==> src/rtl/mm_pkg.sv <==
// Shared types for the matrix-multiply load path.
package mm_pkg;

    typedef enum logic [1:0] {
        IDLE  = 2'd0,
        CLEAR = 2'd1,
        LOAD  = 2'd2
    } b_load_state_t;

    // Selects one of the two B buffers (ping/pong).
    typedef logic buf_idx_t;

endpackage

==> src/rtl/pingpong_owner.sv <==
// Tracks which B buffer is being filled and which buffers are owned by compute.
module pingpong_owner
    import mm_pkg::*;
(
    input  logic       clk,
    input  logic       rst,
    input  logic       set_i,
    input  logic [1:0] rd_release_i,
    output buf_idx_t   buf_sel_o,
    output logic [1:0] buf_full_o
);

    buf_idx_t   sel_q, sel_d;
    logic [1:0] full_q, full_d;

    // Set and release never target the same buffer, so the order here is moot.
    always_comb begin
        sel_d  = sel_q;
        full_d = full_q & ~rd_release_i;
        if (set_i) begin
            full_d[sel_q] = 1'b1;
            sel_d         = ~sel_q;
        end
    end

    always_ff @(posedge clk or posedge rst) begin
        if (rst) begin
            sel_q  <= 1'b0;
            full_q <= 2'b00;
        end else begin
            sel_q  <= sel_d;
            full_q <= full_d;
        end
    end

    assign buf_sel_o  = sel_q;
    assign buf_full_o = full_q;

endmodule

==> src/rtl/b_load_sched.sv <==
// Validates a B-matrix load request, clears the write-address generator, then
// forwards M2*M3 stream beats to the B banks with one cycle of latency.
module b_load_sched
    import mm_pkg::*;
#(
    parameter int N2           = 4,
    parameter int MATRIXSIZE_W = 16,
    parameter int DATA_W       = 8
) (
    input  logic                    clk,
    input  logic                    rst,
    input  logic                    start,
    input  logic [MATRIXSIZE_W-1:0] M2,
    input  logic [MATRIXSIZE_W-1:0] M3,
    output logic                    start_ready,
    output logic                    cfg_err,
    output logic                    busy,
    input  logic                    s_valid,
    input  logic [DATA_W-1:0]       s_data,
    output logic                    s_ready,
    output logic [MATRIXSIZE_W-1:0] M3dN2,
    output logic [MATRIXSIZE_W-1:0] M2_o,
    output logic                    wr_clr,
    output logic                    valid_B,
    output logic [DATA_W-1:0]       data_B,
    output logic                    buf_sel,
    output logic [1:0]              buf_full,
    input  logic [1:0]              rd_release,
    output logic                    load_done
);

    localparam int N2_LOG2 = $clog2(N2);
    localparam logic [MATRIXSIZE_W-1:0] ONE = MATRIXSIZE_W'(1);

    b_load_state_t           state_q, state_d;
    logic [MATRIXSIZE_W-1:0] row_q, row_d, col_q, col_d;
    logic [MATRIXSIZE_W-1:0] m2_q, m2_d, m3_q, m3_d, m3dn2_q, m3dn2_d;
    logic                    valid_q, valid_d, done_q, done_d, err_q, err_d;
    logic [DATA_W-1:0]       data_q, data_d;
    logic                    cfg_ok, col_wrap, last_beat;
    buf_idx_t                sel;

    assign cfg_ok    = (M2 != '0) && (M3 != '0) && (M3[N2_LOG2-1:0] == '0);
    assign col_wrap  = (col_q == m3_q - ONE);
    assign last_beat = col_wrap && (row_q == m2_q - ONE);

    always_comb begin
        state_d = state_q;
        row_d   = row_q;
        col_d   = col_q;
        m2_d    = m2_q;
        m3_d    = m3_q;
        m3dn2_d = m3dn2_q;
        valid_d = 1'b0;
        data_d  = data_q;
        done_d  = 1'b0;
        err_d   = 1'b0;
        case (state_q)
            IDLE: begin
                if (start && start_ready) begin
                    if (cfg_ok) begin
                        m2_d    = M2;
                        m3_d    = M3;
                        m3dn2_d = M3 >> N2_LOG2;
                        state_d = CLEAR;
                    end else begin
                        err_d = 1'b1;
                    end
                end
            end
            CLEAR: begin
                row_d   = '0;
                col_d   = '0;
                state_d = LOAD;
            end
            LOAD: begin
                if (s_valid) begin
                    valid_d = 1'b1;
                    data_d  = s_data;
                    if (col_wrap) begin
                        col_d = '0;
                        row_d = row_q + ONE;
                    end else begin
                        col_d = col_q + ONE;
                    end
                    if (last_beat) begin
                        done_d  = 1'b1;
                        state_d = IDLE;
                    end
                end
            end
            default: state_d = IDLE;
        endcase
    end

    always_ff @(posedge clk or posedge rst) begin
        if (rst) begin
            state_q <= IDLE;
            row_q   <= '0;
            col_q   <= '0;
            m2_q    <= '0;
            m3_q    <= '0;
            m3dn2_q <= '0;
            valid_q <= 1'b0;
            data_q  <= '0;
            done_q  <= 1'b0;
            err_q   <= 1'b0;
        end else begin
            state_q <= state_d;
            row_q   <= row_d;
            col_q   <= col_d;
            m2_q    <= m2_d;
            m3_q    <= m3_d;
            m3dn2_q <= m3dn2_d;
            valid_q <= valid_d;
            data_q  <= data_d;
            done_q  <= done_d;
            err_q   <= err_d;
        end
    end

    // Flags flip on the same edge that registers the final valid_B/load_done.
    pingpong_owner u_owner (
        .clk          (clk),
        .rst          (rst),
        .set_i        (done_d),
        .rd_release_i (rd_release),
        .buf_sel_o    (sel),
        .buf_full_o   (buf_full)
    );

    assign buf_sel     = sel;
    assign start_ready = (state_q == IDLE) && !buf_full[sel];
    assign busy        = (state_q != IDLE);
    assign s_ready     = (state_q == LOAD);
    assign wr_clr      = (state_q == CLEAR);
    assign valid_B     = valid_q;
    assign data_B      = data_q;
    assign load_done   = done_q;
    assign cfg_err     = err_q;
    assign M3dN2       = m3dn2_q;
    assign M2_o        = m2_q;

endmodule

==> config.mk <==
export PLATFORM = sky130hd
export DESIGN_NAME = b_load_sched
export DESIGN_NICKNAME = d
export VERILOG_FILES = /design/src/rtl/mm_pkg.sv /design/src/rtl/pingpong_owner.sv /design/src/rtl/b_load_sched.sv
export SDC_FILE = /design/constraint.sdc
export NUM_CORES = 1
export LEC_CHECK = 0
export CORE_ASPECT_RATIO = 0.6
export CORE_MARGIN = 10
export CORE_UTILIZATION = 35
export DETAILED_ROUTE_END_ITERATION = 12
export SLEW_MARGIN = 30
export SYNTH_ARGS = -nofsm -noshare
export SYNTH_HDL_FRONTEND = slang
export SYNTH_SLANG_ARGS = --single-unit
==> constraint.sdc <==
create_clock -name clk -period 5 [get_ports clk]
set_input_delay 0.5 -clock clk [delete_from_list [all_inputs] [get_ports clk]]
set_output_delay 0.5 -clock clk [all_outputs]
set_load 0.005 [all_outputs]
# Word level (Yosys, flattened, before mapping)
# Index checks and enable logic that the tools add are counted.
# classes
order_cmp	2
mux	24
add_sub_neg	4
bitwise	4
n_reduce_logical	18
eq_ne	9
# op_table
cell	count
$mux W16	4
$pmux W16 S2	2
$add A16 B1 Y16 const B	2
$eq A16 B16 Y1	2
$reduce_bool A16 Y1	2
$sub A16 B1 Y16 const B	2
$mux W1	11
$mux W2	5
$logic_and A1 B1 Y1	6
$ne A2 B2 Y1 const B	3
$pmux W2 S3	1
$reduce_and A3 Y1	2
$logic_not A2 Y1	2
$ne A2 B1 Y1 const B	2
$reduce_and A2 Y1	2
$reduce_and A4 Y1	1
$reduce_bool A2 Y1	2
$and A2 B2 Y2	1
$eq A2 B1 Y1 const B	1
$eq A2 B2 Y1 const B	1
$lt A1 B2 Y1 const B	1
$not A2 Y2	1
$or A2 B2 Y2	1
$demux W1 S1	1
3 further kinds	3
# totals
in_bits	46
reg_bits	94
word_cells	73
out_inout_bits	50

# Logic depth before layout (Yosys ltp)
# Gate-level depths: netlist of run 1.
# logic_depth
ltp_word	7
mapped_depth	11
depth_no_buf	9

# By module
# From an unflattened synthesis of run 1, not the netlist that was laid out.
# hier_totals
hier_cells	563
hier_area_um2	4907.2
# by_module_without_submodules
module	area_each_um2	cells_each	instances
b_load_sched	4793.3	552	1
pingpong_owner	113.9	11	1

# Worst setup path before layout of run 1
# OpenSTA, ideal clock, no wires.
# synth_timing
kind	reg-to-reg
startpoint	register m2_q[0] (netlist: M2_o[0])
endpoint	register u_owner.full_q[0] (netlist: u_owner.buf_full_o[0])
period_less_slack_ns	2.772
t_required_ns	4.924
path_stages_with_launch	10
arrival_ns	2.696
n_path_buf	0
path_slack_ns	2.228
cell_sequence	dfrtp_1 > inv_1 > ha_1 > or4b_4 > or4b_4 > mux2i_1 > a211oi_1 > nand4b_4 > or4_1 > o21ai_1
# synth_between
elab_chain_len	7
# synth_rtl
element	line	rtl
start, declared	b_load_sched.sv:37	logic [MATRIXSIZE_W-1:0] m2_q, m2_d, m3_q, m3_d, m3dn2_q, m3dn2_d;
start signal, assigned	b_load_sched.sv:112	m2_q <= m2_d;
$sub A16 B1 Y16	b_load_sched.sv:45	assign last_beat = col_wrap && (row_q == m2_q - ONE);
$eq A16 B16 Y1	b_load_sched.sv:45	
$logic_and A1 B1 Y1	b_load_sched.sv:45	
$mux W1	b_load_sched.sv:86	if (last_beat) begin
$mux W1	b_load_sched.sv:77	if (s_valid) begin
$mux W1	b_load_sched.sv:58	case (state_q)
$mux W2	pingpong_owner.sv:20	if (set_i) begin
named net u_owner.full_d[0]	pingpong_owner.sv:14	logic [1:0] full_q, full_d;
end signal, assigned	pingpong_owner.sv:32	full_q <= full_d;
end, declared	pingpong_owner.sv:14	
# The timed path passes the listed nets, and every way through them passes these cells.
# A chain may end at the register's enable or synchronous reset.

# Final worst setup path of run 1
# layout_timing
startpoint	register m3_q[0]
endpoint	register row_q[14]
# layout_between
elab_chain_len	4
# layout_rtl
element	line	rtl
start, declared	b_load_sched.sv:37	
start signal, assigned	b_load_sched.sv:113	m3_q <= m3_d;
$sub A16 B1 Y16	b_load_sched.sv:44	assign col_wrap = (col_q == m3_q - ONE);
$eq A16 B16 Y1	b_load_sched.sv:44	
$ne A2 B1 Y1 (no line)	--	
$reduce_and A3 Y1 (no line)	--	
end signal, assigned	b_load_sched.sv:110	row_q <= row_d;
end, declared	b_load_sched.sv:36	logic [MATRIXSIZE_W-1:0] row_q, row_d, col_q, col_d;
# Every way passes these cells.

==> results of run 1 <==
==> how the worst min path moves through the flow <==
stage | from | to | cells after the start | slack (ns)
2_1_floorplan | data_B[0] | data_B[0] | 2 | 0.47
3_3_place_gp | data_B[7] | data_B[7] | 2 | 0.46
3_5_place_dp | data_B[4] | data_B[4] | 2 | 0.47
4_1_cts | data_B[4] | data_B[4] | 2 | 0.49
5_1_grt | data_B[4] | data_B[4] | 2 | 0.50
6_report | data_B[7] | data_B[7] | 2 | 0.48
==> layout by cell type, fill, tap and decap left out, types with 9 or more instances in the layout <==
cell type,count
sky130_fd_sc_hd__nor4_1,13
sky130_fd_sc_hd__nand3_1,25
sky130_fd_sc_hd__inv_1,18
sky130_fd_sc_hd__nor2_1,22
sky130_fd_sc_hd__dfrtp_1,80
sky130_fd_sc_hd__or4_1,11
sky130_fd_sc_hd__xnor2_1,19
sky130_fd_sc_hd__o21ai_0,17
sky130_fd_sc_hd__nand2_1,69
sky130_fd_sc_hd__a21oi_1,18
sky130_fd_sc_hd__clkbuf_16,9
sky130_fd_sc_hd__xor2_1,20
sky130_fd_sc_hd__and4_1,9
sky130_fd_sc_hd__mux2_2,30
sky130_fd_sc_hd__nor3_1,9
sky130_fd_sc_hd__clkdlybuf4s50_1,93
==> synth_stat cells (2+ instances only) <==
cell type and n:
sky130_fd_sc_hd__a21oi_1 18, sky130_fd_sc_hd__dfrtp_1 80, sky130_fd_sc_hd__a31oi_1 6, sky130_fd_sc_hd__xor2_1 20
sky130_fd_sc_hd__or2_2 5, sky130_fd_sc_hd__o211ai_1 6, sky130_fd_sc_hd__nor4_1 13, sky130_fd_sc_hd__and3_1 8
sky130_fd_sc_hd__o21ai_0 17, sky130_fd_sc_hd__ha_1 4, sky130_fd_sc_hd__and4_1 9, sky130_fd_sc_hd__a22o_1 4
sky130_fd_sc_hd__nor3_1 9, sky130_fd_sc_hd__mux2_2 30, sky130_fd_sc_hd__buf_2 4, sky130_fd_sc_hd__or4_1 11
sky130_fd_sc_hd__a21o_1 3, sky130_fd_sc_hd__buf_1 4, sky130_fd_sc_hd__mux2i_1 5, sky130_fd_sc_hd__inv_1 19
sky130_fd_sc_hd__or3_1 8, sky130_fd_sc_hd__nand3_1 25, sky130_fd_sc_hd__o31ai_1 7, sky130_fd_sc_hd__nor4_4 3
sky130_fd_sc_hd__clkbuf_1 11, sky130_fd_sc_hd__xnor2_1 19, sky130_fd_sc_hd__nor2b_1 2, sky130_fd_sc_hd__nand4_1 8
sky130_fd_sc_hd__buf_4 16, sky130_fd_sc_hd__or4b_4 2, sky130_fd_sc_hd__nor2_1 23, sky130_fd_sc_hd__nand2b_1 5
sky130_fd_sc_hd__o22ai_1 3, sky130_fd_sc_hd__nand2_1 69, sky130_fd_sc_hd__nor3b_1 2, sky130_fd_sc_hd__nor3_2 2
sky130_fd_sc_hd__o21a_1 2, sky130_fd_sc_hd__o311ai_0 6, sky130_fd_sc_hd__a211oi_1 6
==> power groups by stage <==
stage / Combinational, uW / Sequential [uW] / Clock, uW
floorplan: 167 / 722 / 0
global placement: 243 / 745 / 0
detailed placement: 253 / 746 / 0
CTS: 252 / 736 / 718
global route: 281 / 743 / 748
finish: 251 / 736 / 711
==> sequential cells by signal (all words and copies together) (netlist names), 2 cells and up <==
register            flops
m3_q                   16
data_B                  8
col_q                  16
u_owner.buf_full_o      2
state_q                 2
row_q                  16
M2_o                   16
==> worst min-delay path: stages, from the launching register on <==
cell and delay [ns]:
sky130_fd_sc_hd__dfrtp_1 0.34, sky130_fd_sc_hd__nand2_1 0.05, sky130_fd_sc_hd__nand2_1 0.06
==> kinds of logic (layout without fill, tap and decap cells) <==
logic type | after synthesis | after routing | synth area share (%)
flops | 80 | 80 | 41.44
other cells | 1 | 2 | 0.07763
compound gates | 88 | 88 | 12.07
simple gates | 210 | 210 | 24.50
xor+xnor | 39 | 39 | 7.071
buf+inv | 55 | 129 | 5.776
fa+ha+maj | 4 | 4 | 1.036
mux | 35 | 35 | 8.029
==> area by class of cell <==
class	count	area (um^2)	area share, %
Sequential cell	80	2002	32.79
Tap cell	175	219.0	3.586
Clock inverter	6	85.08	1.393
Clock buffer	9	225.2	3.689
Timing Repair Buffer	95	945.9	15.49
Multi-Input combinational cell	378	2556	41.86
Inverter	19	72.57	1.189
==> per-layer routing <==
layer / GRT usage [%] / vias up / routed length (um)
met5: 0 / - / 0
met3: 5.690 / 17 / 1319
met1: 22.06 / 1977 / 7162
met2: 19.72 / 161 / 5590
met4: 3.462 / 0 / 191
li1: - / 1990 / -
==> metrics by stage <==
step / std cells / instance area, um^2
after floorplan: 513 / 4835
after global placement: 747 / 5793
after detailed placement: 747 / 5796
after CTS: 762 / 6106
after global routing: 762 / 6106
final: 762 / 6106
==> flow_summary.json, run 1 <==
{
  "cellLeakagePower_uw": 0.002622,
  "grt_setup_unrepaired": "false",
  "critical_path_depth": 9,
  "area_share_of_the_leading_cell_type_in_the_synthesized_netlist_pct": 41.44,
  "buffer_ports.inserted": 93,
  "avgRoutedWirePerCell_um": 18.72,
  "cp_cell_sequence": "inv_1, ha_1, nor3b_1, and4_1, o22ai_1, nor4_4, nand4_2, or4_1, a21oi_1",
  "synth_area_leaders": "sky130_fd_sc_hd__dfrtp_1 (41%), sky130_fd_sc_hd__mux2_2 (7.0%), sky130_fd_sc_hd__nand2_1 (5.4%)",
  "postCtsSetupBuffers": 0,
  "clock_path_buffers": 2,
  "crit_path_start_kind": "flop",
  "htreeDepth": 3,
  "final.fill_count": 1286,
  "worstPathArrival_ns": 3.82,
  "grt_util_all_layers_pct": 14.97,
  "post-route-worst-setup-slack_ns": 1.439,
  "via_count": 4145,
  "cpMaxStageDelayCell": "sky130_fd_sc_hd__or4_1",
  "yosys_warnings": 0,
  "critPathLaunch": "m3_q[0]",
  "rr_worst_depth": 9,
  "min_period_ns": 3.561,
  "vertical_die_dimension_um": 111.0,
  "cell_type_with_the_largest_total_area_after_synthesis": "sky130_fd_sc_hd__dfrtp_1",
  "clock_latency_ns": 0.35,
  "setup.worst_path.class": "flop to flop",
  "timing.final.setup_violations": 0,
  "post_synth_instance_area_mm2": 0.004831,
  "layout-drive-gt1-share_pct": 11.07,
  "num_rows": 33,
  "clockPowerShare_pct": 41.9,
  "cp_max_fo": 32,
  "post_dr_vias_cell": 5.440,
  "ys_seq_elements": 80,
  "grt_antenna_before_repair": 0,
  "cts_sinks": 80,
  "relative_contribution_of_sequential_cells_to_total_power_pct": 43.4,
  "ys_types": 57,
  "globalRouteOverflowTotal": 0,
  "drt_iter0_drc": 358,
  "p_sw_uw": 474.6,
  "crit_end": "row_q[14]",
  "post-route-period-util_pct": 71.22,
  "maximum_clock_skew_at_final_layout_ns": 0.009272,
  "hp-class": "flop to flop",
  "setup-tns-final_ns": 0,
  "report.power.total_uw": 1698,
  "r2r_setup_slk_ns": 1.44,
  "synth-async-reset-ratio_pct": 100.0,
  "die_area_mm2": 0.01906,
  "path_clk_slew_ns": 0.06,
  "grt_pass1_wl_mm": 22.96,
  "postSynth.topFlopCell": "sky130_fd_sc_hd__dfrtp_1",
  "cts_hold_buffers_added": 0,
  "netlist_instances": 512,
  "hpwl_mm": 10.93,
  "finalHoldViolations": 0,
  "drc_violation_count_after_routing": 0,
  "timing_max_transition_violations_final": 0,
  "grt_pass1_vias": 4131,
  "gp_routability_congestion": 0.8791,
  "power_density_mw_per_mm2": 278.0,
  "tritoncts_clock_tree": "yes",
  "ir_drop_mv": 0.1820,
  "synth_area_per_cell_um2": 9.435,
  "worst_r2r_startpoint": "m3_q[0]",
  "worst_slew_margin_relative_to_its_limit_pct": 28.43,
  "final_core_util_pct": 44.95,
  "power.combinational.fraction_pct": 14.8,
  "layout.nets": 633,
  "wl_mm": 14.26,
  "die_width_um": 171.7,
  "final_antenna_net_count": 0,
  "cap_violations": 0,
  "antenna_cells": 0,
  "final_hold_slack_ns": 0.4818,
  "number_of_flops_mapped_to_enable_cells_by_yosys": 0,
  "p_int_uw": 1223,
  "cts_resized": 0,
  "timing.critical_path.buf_inv": 1,
  "cp_slowest_stage_delay_ns": 0.69,
  "maxClockFrequency_mhz": 280.8,
  "status": "completed",
  "timing.critical_path.to_type": "flop",
  "initial_core_util_pct": 35.56,
  "capture_point_of_the_worst_reg_to_reg_path": "row_q[14]",
  "cts_buffers": 9,
  "pre_cts_ws_ns": 1.473,
  "cts-root-buf": "sky130_fd_sc_hd__clkbuf_16",
  "switching_share_pct": 27.96,
  "core_area_mm2": 0.01358,
  "cp.required_ns": 5.26,
  "critical-path-top-delay-family": "simple AND/OR/NAND/NOR gates",
  "worstMarginPinSlew_ns": 1.064,
  "synth_seq_area_share_pct": 41.44,
  "drt_pass1_iterations": 5,
  "area_delta_synth_final_pct": 26.39,
  "grt_start_max_net_pins": 51,
  "boundaryPins": 96
}
Power figures use the tool's default switching activity.
==> run 2, diff against run 1 <==
==> constraint.sdc (replaced) <==
create_clock -name clk -period 3.5 [get_ports clk]
set_input_delay 0.35 -clock clk [delete_from_list [all_inputs] [get_ports clk]]
set_output_delay 0.35 -clock clk [all_outputs]
set_load 0.005 [all_outputs]
==> flow_summary.json, run 2 (synthesized netlist as in run 1, its figures left out) <==
{
  "maximum_clock_skew_at_final_layout_ns": 0.006114,
  "grt_start_max_net_pins": 33,
  "final_antenna_net_count": 0,
  "cts_resized": 0,
  "post_dr_vias_cell": 5.448,
  "clock_latency_ns": 0.34,
  "cts_hold_buffers_added": 0,
  "cts-root-buf": "sky130_fd_sc_hd__clkbuf_16",
  "vertical_die_dimension_um": 111.0,
  "hpwl_mm": 11.38,
  "wl_mm": 14.48,
  "globalRouteOverflowTotal": 0,
  "num_rows": 33,
  "drt_iter0_drc": 320,
  "layout-drive-gt1-share_pct": 12.54,
  "htreeDepth": 3,
  "gr_util_met3_pct": 5.050,
  "post-route-period-util_pct": 88.51,
  "final_common_cell": "sky130_fd_sc_hd__clkdlybuf4s50_1",
  "timing_max_transition_violations_final": 0,
  "grt_pass1_vias": 4046,
  "groute.layer.met2.usage_pct": 19.54,
  "timing.final.setup_violations": 0,
  "crit_path_start_kind": "flop",
  "clock_path_buffers": 2,
  "cpMaxStageDelayCell": "sky130_fd_sc_hd__or4_1",
  "min_period_ns": 3.098,
  "core_area_mm2": 0.01358,
  "antenna_cells": 0,
  "area_delta_synth_final_pct": 28.49,
  "power_density_mw_per_mm2": 399.4,
  "die_area_mm2": 0.01906,
  "most_frequent_cells_in_the_layout": "sky130_fd_sc_hd__clkdlybuf4s50_1 (93), sky130_fd_sc_hd__dfrtp_1 (80), sky130_fd_sc_hd__nand2_1 (69)",
  "setup-tns-final_ns": 0,
  "timing.critical_path.to_type": "flop",
  "grt_util_all_layers_pct": 14.97,
  "gp_routability_congestion": 0.8787,
  "gr-usage-met1_pct": 22.60,
  "postCtsSetupBuffers": 0,
  "grt_pass1_wl_mm": 22.59,
  "global_route.peak_usage_layer": "met1",
  "maxClockFrequency_mhz": 322.8,
  "tritoncts_clock_tree": "yes",
  "setup.worst_path.class": "flop to flop",
  "grt_antenna_before_repair": 0,
  "report.power.total_uw": 2479,
  "drc_violation_count_after_routing": 0,
  "cp_slowest_stage_delay_ns": 0.52,
  "drt_pass1_iterations": 4,
  "worstPathArrival_ns": 3.36,
  "grt_setup_unrepaired": "false",
  "cp_max_fo": 32,
  "cap_violations": 0,
  "worst_slew_margin_relative_to_its_limit_pct": 49.39,
  "worstMarginPinSlew_ns": 0.7534,
  "status": "completed",
  "cellLeakagePower_uw": 0.002689,
  "ir_drop_mv": 0.2350,
  "path_clk_slew_ns": 0.06,
  "via_count": 4211,
  "layout.nets": 643,
  "cp.required_ns": 3.76,
  "hp-class": "input port to async pin",
  "cts_sinks": 80,
  "boundaryPins": 96,
  "initial_core_util_pct": 35.56,
  "die_width_um": 171.7,
  "cp_cell_sequence": "inv_1, ha_1, nor3b_1, and4_1, o22ai_1, nor4_4, nand4_2, buf_4, or4_1, a21oi_1",
  "avgRoutedWirePerCell_um": 18.73,
  "finalHoldViolations": 0,
  "buffer_ports.inserted": 93,
  "cts_buffers": 9
}
==> run 2: worst paths after layout <==
kind	end	cells after the start	start	slack, ns
worst max-delay path	row_q[15]	10	m3_q[0]	0.40
worst min-delay path	row_q[2]	2	rst	0.32
worst max register to register	row_q[15]	10	m3_q[0]	0.40
worst min register to register	data_B[0]	2	data_B[0]	0.48
max in group asynchronous	M2_o[2]	3	rst	2.43
min in group clk	data_B[0]	2	data_B[0]	0.48
==> run 2: power by group <==
part,switching [uW],internal (uW),total [uW]
clock network,392,670,1060
registers,84.1,972,1060
logic,199,163,362
total,674,1800,2480
==> run 2: layer usage <==
| metal | vias to the layer above | wire (um) |
|---|---|---|
| met5 | - | 0 |
| met4 | 0 | 115 |
| met3 | 7 | 1120 |
| met2 | 131 | 5662 |
| met1 | 2052 | 7578 |
| li1 | 2021 | - |
==> run 2: per-stage QoR <==
step	setup WS, ns	hold WS, ns	std cells	utilization, %	cell area, um^2
2_1_floorplan	0.7281	0.4306	513	-	4835
3_3_place_gp	0.5318	0.4606	757	43.20	5868
3_5_place_dp	0.4584	0.4749	757	43.20	5868
4_1_cts	0.4220	0.3413	773	45.69	6207
5_1_grt	0.06844	0.3588	773	45.69	6207
6_report	0.4020	0.3232	773	45.69	6207
==> run 2: area by class of cell <==
cell class / instances / area (um^2)
fill: 1280 / 7377
multi-input combinational: 378 / 2554
sequential: 80 / 2002
timing repair buffer: 105 / 1021
clock buffer: 11 / 252.7
tap: 175 / 219.0
clock inverter: 5 / 86.33
inverter: 19 / 72.57
==> run 2: critical path, delay by kind of cell (launching register included) <==
| kind | cells | cell delay (ns) |
|---|---|---|
| fa+ha+maj | 1 | 0.25 |
| flops | 1 | 0.42 |
| buf+inv | 2 | 0.33 |
| compound gates | 2 | 0.28 |
| simple gates | 5 | 1.74 |
==> run 3, diff against run 2 <==
--- a/config.mk
+++ b/config.mk
@@ -5,6 +5,7 @@
 export SDC_FILE = /design/constraint.sdc
 export NUM_CORES = 1
 export LEC_CHECK = 0
+export ABC_CLOCK_PERIOD_IN_PS = 3500
 export CORE_ASPECT_RATIO = 0.6
 export CORE_MARGIN = 10
 export CORE_UTILIZATION = 35
==> results of run 3 <==
The final DEF is identical to that of run 2; final timing and power are the same.
==> RTL edit 1: new RTL, settings of run 3 <==
The 3 states of `b_load_state_t` get a one-hot encoding in 3 bits.
--- a/src/rtl/mm_pkg.sv
+++ b/src/rtl/mm_pkg.sv
@@ -3,6 +3,6 @@
 
-    typedef enum logic [1:0] {
-        IDLE  = 2'd0,
-        CLEAR = 2'd1,
-        LOAD  = 2'd2
+    typedef enum logic [2:0] {
+        IDLE  = 3'b001,
+        CLEAR = 3'b010,
+        LOAD  = 3'b100
     } b_load_state_t;
Check against the original RTL: same outputs for any inputs over 4 cycles, from zero or initial values and one cycle with rst high; so few cycles prove little.
==> RTL edit 1 against run 3 <==
Worst setup slack worse by 0.26 ns; synthesized cell count rose by 16%; sequential cell count is 1 higher; core utilization up 0.17 points; cell count rose by 12%; first-iteration DRC count grew 9.4%; area after synthesis rose by 2.4%; wire length up 6.4%; design area increased by 1.6%; total power shrank 10%; die area is 2.0% higher.
==> RTL edit 1: results (changes against run 3) <==
| Metric | Value |
|---|---|
| Outcome | finished, final reports clean |
| Clock power share | 44.7% (+1.9 points) |
| Slew margin rel. | 56.49% (+7.1 points) |
| HP Class | in2async |
| Buffers on Ports | 93 (unchanged) |
| Layout cells sized above 1 | 7.429% (-5.1 points) |
| H-tree levels | 3 (unchanged) |
| Seq. pwr | 1.02 mW (-4%) |
| Synthesized netlist cell count | 592 (+16%) |
| # placed instances | 848 (+12%) |
| Critical Path Max Stage Delay | 0.65 ns (+0.13 ns) |
| Kind of cell adding the most delay to the critical path | simple AND/OR/NAND/NOR gates |
| TritonRoute pass-1 iters | 4 (unchanged) |
| Fin cells | 865 (+12%) |
| Reg clk slew, reported paths | 0.07 ns |
| Leak | 2.709 nW (+0.75%) |
| Initial antenna violation count | 0 (unchanged) |
| Clk root buf | clkbuf_16 |
| Post-Route Skew | 0.008615 ns (+0.002501 ns) |
| Largest net degree at the start of global routing | 38 (+15%) |
| Reg2reg end | row_q[8]$_DFFE_PP0P_ |
| Iter 0 DRT Violations | 350 (+9.4%) |
| Total track usage | 15.68% (+0.71 points) |
| Place WS | 0.07312 ns (-0.3852 ns) |
| Reg-to-reg critical path startpoint | m3_q[0]$_DFFE_PP0P_ |
| Seq/Total Area, Yosys | 41.02% (-0.42 points) |
| Nets | 718 (+12%) |
| Post-DP HPWL | 11.69 mm (+2.7%) |
| DR vias | 4641 (+10%) |
| Ant. Diodes | 0 (unchanged) |
| Global-route wire length before repair | 25.10 mm (+11%) |
| Yosys warns | 0 (unchanged) |
| Clock tree buffer depth | 2 (unchanged) |
| Skew-Pair Late Insertion Delay | 0.34 ns (about the same) |
| Hold_ws | 0.2964 ns (-0.02677 ns) |
| Distinct cell type count after synthesis | 67 (+18%) |
| Vias in the first global route | 4430 (+9.5%) |
| Flop-to-flop setup slack | 0.14 ns (-0.26 ns) |
| DR WL/cell | 17.81 um (-4.9%) |
| Total power | 2.224 mW (-10%) |
| CP Class | reg2reg |
| Total CTS buffers | 9 (unchanged) |
| VDD IR max | 0.0002611 V (+11%) |
| CP Max Fanout | 9 (-72%) |
| Synth top area cells | dfrtp_1 (40%), nand2_1 (11%), xnor2_1 (4.3%), xor2_1 (2.7%), nor4_1 (2.5%) |
| Ys async rst share | 100.0% (unchanged) |
| CP max-delay cell | or4b_2 |
| Sw Share | 24.58% (-2.6 points) |
| Reg2reg path depth | 10 (unchanged) |
| RD Place Congestion | 0.8690 (-1.1%) |
| Synth cell count leaders | nand2_1 (151), dfrtp_1 (80), xnor2_1 (24) |
| Crit path arrival time | 3.64 ns (+0.28 ns) |
| Post-DP Area | 5973 sq um (+1.8%) |
## RTL edit 1: worst max-delay path by stage
stage / to / slack, ns
after floorplan: row_q[14]$_DFFE_PP0P_ / 0.20
after CTS: row_q[12]$_DFFE_PP0P_ / 0.05
after global placement: row_q[7]$_DFFE_PP0P_ / 0.21
after global routing: row_q[6]$_DFFE_PP0P_ / -0.04
final: row_q[8]$_DFFE_PP0P_ / 0.14
after detailed placement: row_q[10]$_DFFE_PP0P_ / 0.07
## RTL edit 1: cell type report
type / count / area (sq um)
repair buffers: 105 / 1021
flip-flops and latches: 81 / 2028
inverters: 23 / 87.58
well taps: 192 / 240.2
clock inverters: 5 / 63.81
clock buffers: 11 / 252.7
multi-input cells: 448 / 2613
fillers: 1336 / 7443
## RTL edit 1: cells by family after synthesis
| kind of cell | synth area share (%) |
|---|---|
| AOI/OAI and AO/OA | 12.68 |
| xor gates and xnor gates | 6.908 |
| adders and majority gates | 1.012 |
| buffers and inverters | 6.402 |
| DFF | 41.02 |
| muxes | 1.037 |
| other | 0.07584 |
| and+or+nand+nor | 30.87 |
## RTL edit 1: routing by layer
layer	part of all wire [%]	vias to the layer above	global-route usage (%)	routed length, um
li1	-	2226	-	-
met1	52	2218	24.09	8033
met2	37	190	19.72	5714
met3	10	7	6.426	1588
met4	0.44	0	2.288	68
met5	0	-	0	0
## RTL edit 1: worst reg2reg max path: stages (launching register included)
cell and delay, ns:
dfrtp_1 0.43, inv_1 0.11, ha_2 0.27, or4b_2 0.65
nor4_2 0.28, o31ai_1 0.12, o41ai_1 0.14, nand4_1 0.24
a2111o_1 0.50, or4_1 0.49, nand2_1 0.08
## RTL edit 1: what timing repair did
action	CTS	global route
setup endpoints to repair	0	8
buffers inserted	0	1
gates resized for setup	0	2
==> RTL edit 2: new RTL, config.mk and constraints of run 3 <==
Made on the original files. `N2`: 4 -> 2.
--- a/src/rtl/b_load_sched.sv
+++ b/src/rtl/b_load_sched.sv
@@ -5,3 +5,3 @@
 #(
-    parameter int N2           = 4,
+    parameter int N2           = 2,
     parameter int MATRIXSIZE_W = 16,
Behaviour: not the same (a bounded check fails within 4 cycles, from zero or initial values and one cycle with rst high).
==> RTL edit 2 against run 3 <==
Design area rose by 0.52%; sequential cell count did not move; count of clock-buffer cells in the layout fell by 1; via count rose by 9.6%; area after synthesis rose by 2.1%; clock skew rose by 0.0021 ns; total power rose by 1.5%; die area rose by 1.8%; worst setup slack got worse by 0.13 ns; sequential share of layout area fell by 0.17 points; global-route usage rose by 0.85 points; sequential power rose by 4%; wire length rose by 6.3%; highest routed layer unchanged.
==> RTL edit 2: results (changes against run 3) <==
| Metric | Value |
|---|---|
| Total CTS buffers | 9 (unchanged) |
| Seq/Total Area, Yosys | 40.59% (-0.85 points) |
| Layout cells sized above 1 | 5.945% (-6.6 points) |
| Buffers on Ports | 94 (+1.1%) |
| Post-DP HPWL | 11.72 mm (+3.0%) |
| Synth cell count leaders | nand2_1 (146), dfrtp_1 (80), nor2_1 (24) |
| DR vias | 4614 (+9.6%) |
| Fillers | 1339 (+4.6%) |
| VDD IR max | 0.0002064 V (-12%) |
| Outcome | finished, final reports clean |
| Largest net degree at the start of global routing | 45 (+36%) |
| Clock tree buffer depth | 2 (unchanged) |
| Synth top area cells | dfrtp_1 (41%), nand2_1 (11%), xnor2_1 (4.1%), xor2_1 (3.9%), buf_4 (2.4%) |
| Reg clk slew, reported paths | 0.06 ns (about the same) |
| CP max-delay cell | or4b_1 |
| Vias in the first global route | 4471 (+11%) |
| Ys async rst share | 100.0% (unchanged) |
| TritonRoute pass-1 iters | 5 (+1) |
| Iter 0 DRT Violations | 453 (+42%) |
| Nets | 701 (+9.0%) |
| Global-route wire length before repair | 25.17 mm (+11%) |
| Int Pwr | 1.800 mW (-0.28%) |
| Syn Nets | 638 |
| Total track usage | 15.82% (+0.85 points) |
| H-tree levels | 3 (unchanged) |
| Skew-Pair Late Insertion Delay | 0.34 ns (about the same) |
| Leak | 2.676 nW (-0.47%) |
| Crit path arrival time | 3.51 ns (+0.15 ns) |
| Place WS | 0.3083 ns (-0.1500 ns) |
| Kind of cell adding the most delay to the critical path | simple AND/OR/NAND/NOR gates |
| Ant. Diodes | 0 (unchanged) |
| CP Max Fanout | 7 (-78%) |
| RD Place Congestion | 0.8481 (-3.5%) |
| Worst Tran Pin Value | 0.6452 ns (-0.1081 ns) |
| Critical Path Max Stage Delay | 0.63 ns (+0.11 ns) |
| HP Class | in2async |
| DR WL/cell | 18.14 um (-3.1%) |
| Distinct cell type count after synthesis | 70 (+23%) |
| Yosys warns | 0 (unchanged) |
| Post-Route Skew | 0.008234 ns (+0.002119 ns) |
| Initial antenna violation count | 0 (unchanged) |
| Clk root buf | clkbuf_16 |
## RTL edit 2: cell types whose count changed in the layout (fill, tap and decap cells not counted), sizes merged, moves of 4 or more
cell    before  now
buf         12    7
a21oi       19   15
and4         9    2
o211ai       6    2
o22ai        3    7
nand4        9   18
xnor2       19   23
nand2       69  146
mux2        30    1
nand3       25   19
## RTL edit 2: logic make-up after synthesis
logic type | Yosys count | synth area share (%)
buffers and inverters | 73 | 7.179
other | 1 | 0.07603
adder cells (fa/ha/maj) | 4 | 1.015
XOR/XNOR | 45 | 7.991
multiplexers | 7 | 1.446
AND/OR/NAND/NOR | 291 | 29.33
AO/OA/AOI/OAI | 87 | 12.38
flip-flops | 80 | 40.59
## RTL edit 2: per-layer routing
layer	up-vias	track usage, %	share of wire (%)
met4	0	2.574	0.58
met1	2203	24.65	53
met2	222	20.13	36
li1	2177	-	-
met5	-	0	0
met3	12	5.364	10
## RTL edit 2: power by group through the flow
stage	combinational [mW]	clock, mW	sequential [mW]
5_1_grt	0.410	1.12	1.10
3_5_place_dp	0.362	0	1.11
2_1_floorplan	0.272	0	1.03
3_3_place_gp	0.353	0	1.10
6_report	0.360	1.06	1.10
4_1_cts	0.363	1.08	1.09
## RTL edit 2: final timing paths
| path | depth (start not counted) | end | slack [ns] | startpoint |
|---|---|---|---|---|
| max in group asynchronous | 3 | col_q[15]$_DFFE_PP0P_ | 2.42 | rst |
| min reg2reg | 2 | data_B[6]$_DFFE_PP0P_ | 0.48 | data_B[6]$_DFFE_PP0P_ |
| max | 10 | u_owner.buf_full_o[1]$_DFF_PP0_ | 0.27 | M2_o[0]$_DFFE_PP0P_ |
| max reg2reg | 10 | u_owner.buf_full_o[1]$_DFF_PP0_ | 0.27 | M2_o[0]$_DFFE_PP0P_ |
| min | 2 | col_q[8]$_DFFE_PP0P_ | 0.34 | rst |
| min in group clk | 2 | data_B[6]$_DFFE_PP0P_ | 0.48 | data_B[6]$_DFFE_PP0P_ |
## RTL edit 2: cell type report
cell class,count,share of cell area (%)
Clock inverter,6,1.484
Timing Repair Buffer,101,15.92
Inverter,24,1.464
Sequential cell,80,32.08
Tap cell,192,3.850
Clock buffer,10,3.830
Multi-Input combinational cell,435,41.37
## RTL edit 2: timing repair
item	in CTS	in global routing
setup buffers	0	0
setup endpoints to repair	0	3
resized for setup	0	1
endpoints found under the hold margin	0	0
## RTL edit 2: stage by stage
step / hold slack, ns / instances / instance area (sq um) / power (mW) / util (%)
finish: 0.3445 / 848 / 6240 / 2.516 / 45.52
global route: 0.3802 / 848 / 6240 / 2.631 / 45.52
CTS: 0.3595 / 848 / 6235 / 2.533 / 45.48
detailed placement: 0.4620 / 832 / 5903 / 1.469 / 43.06
global placement: 0.4578 / 832 / 5903 / 1.457 / 43.06
floorplan: 0.4461 / 588 / 4932 / 1.304 / -
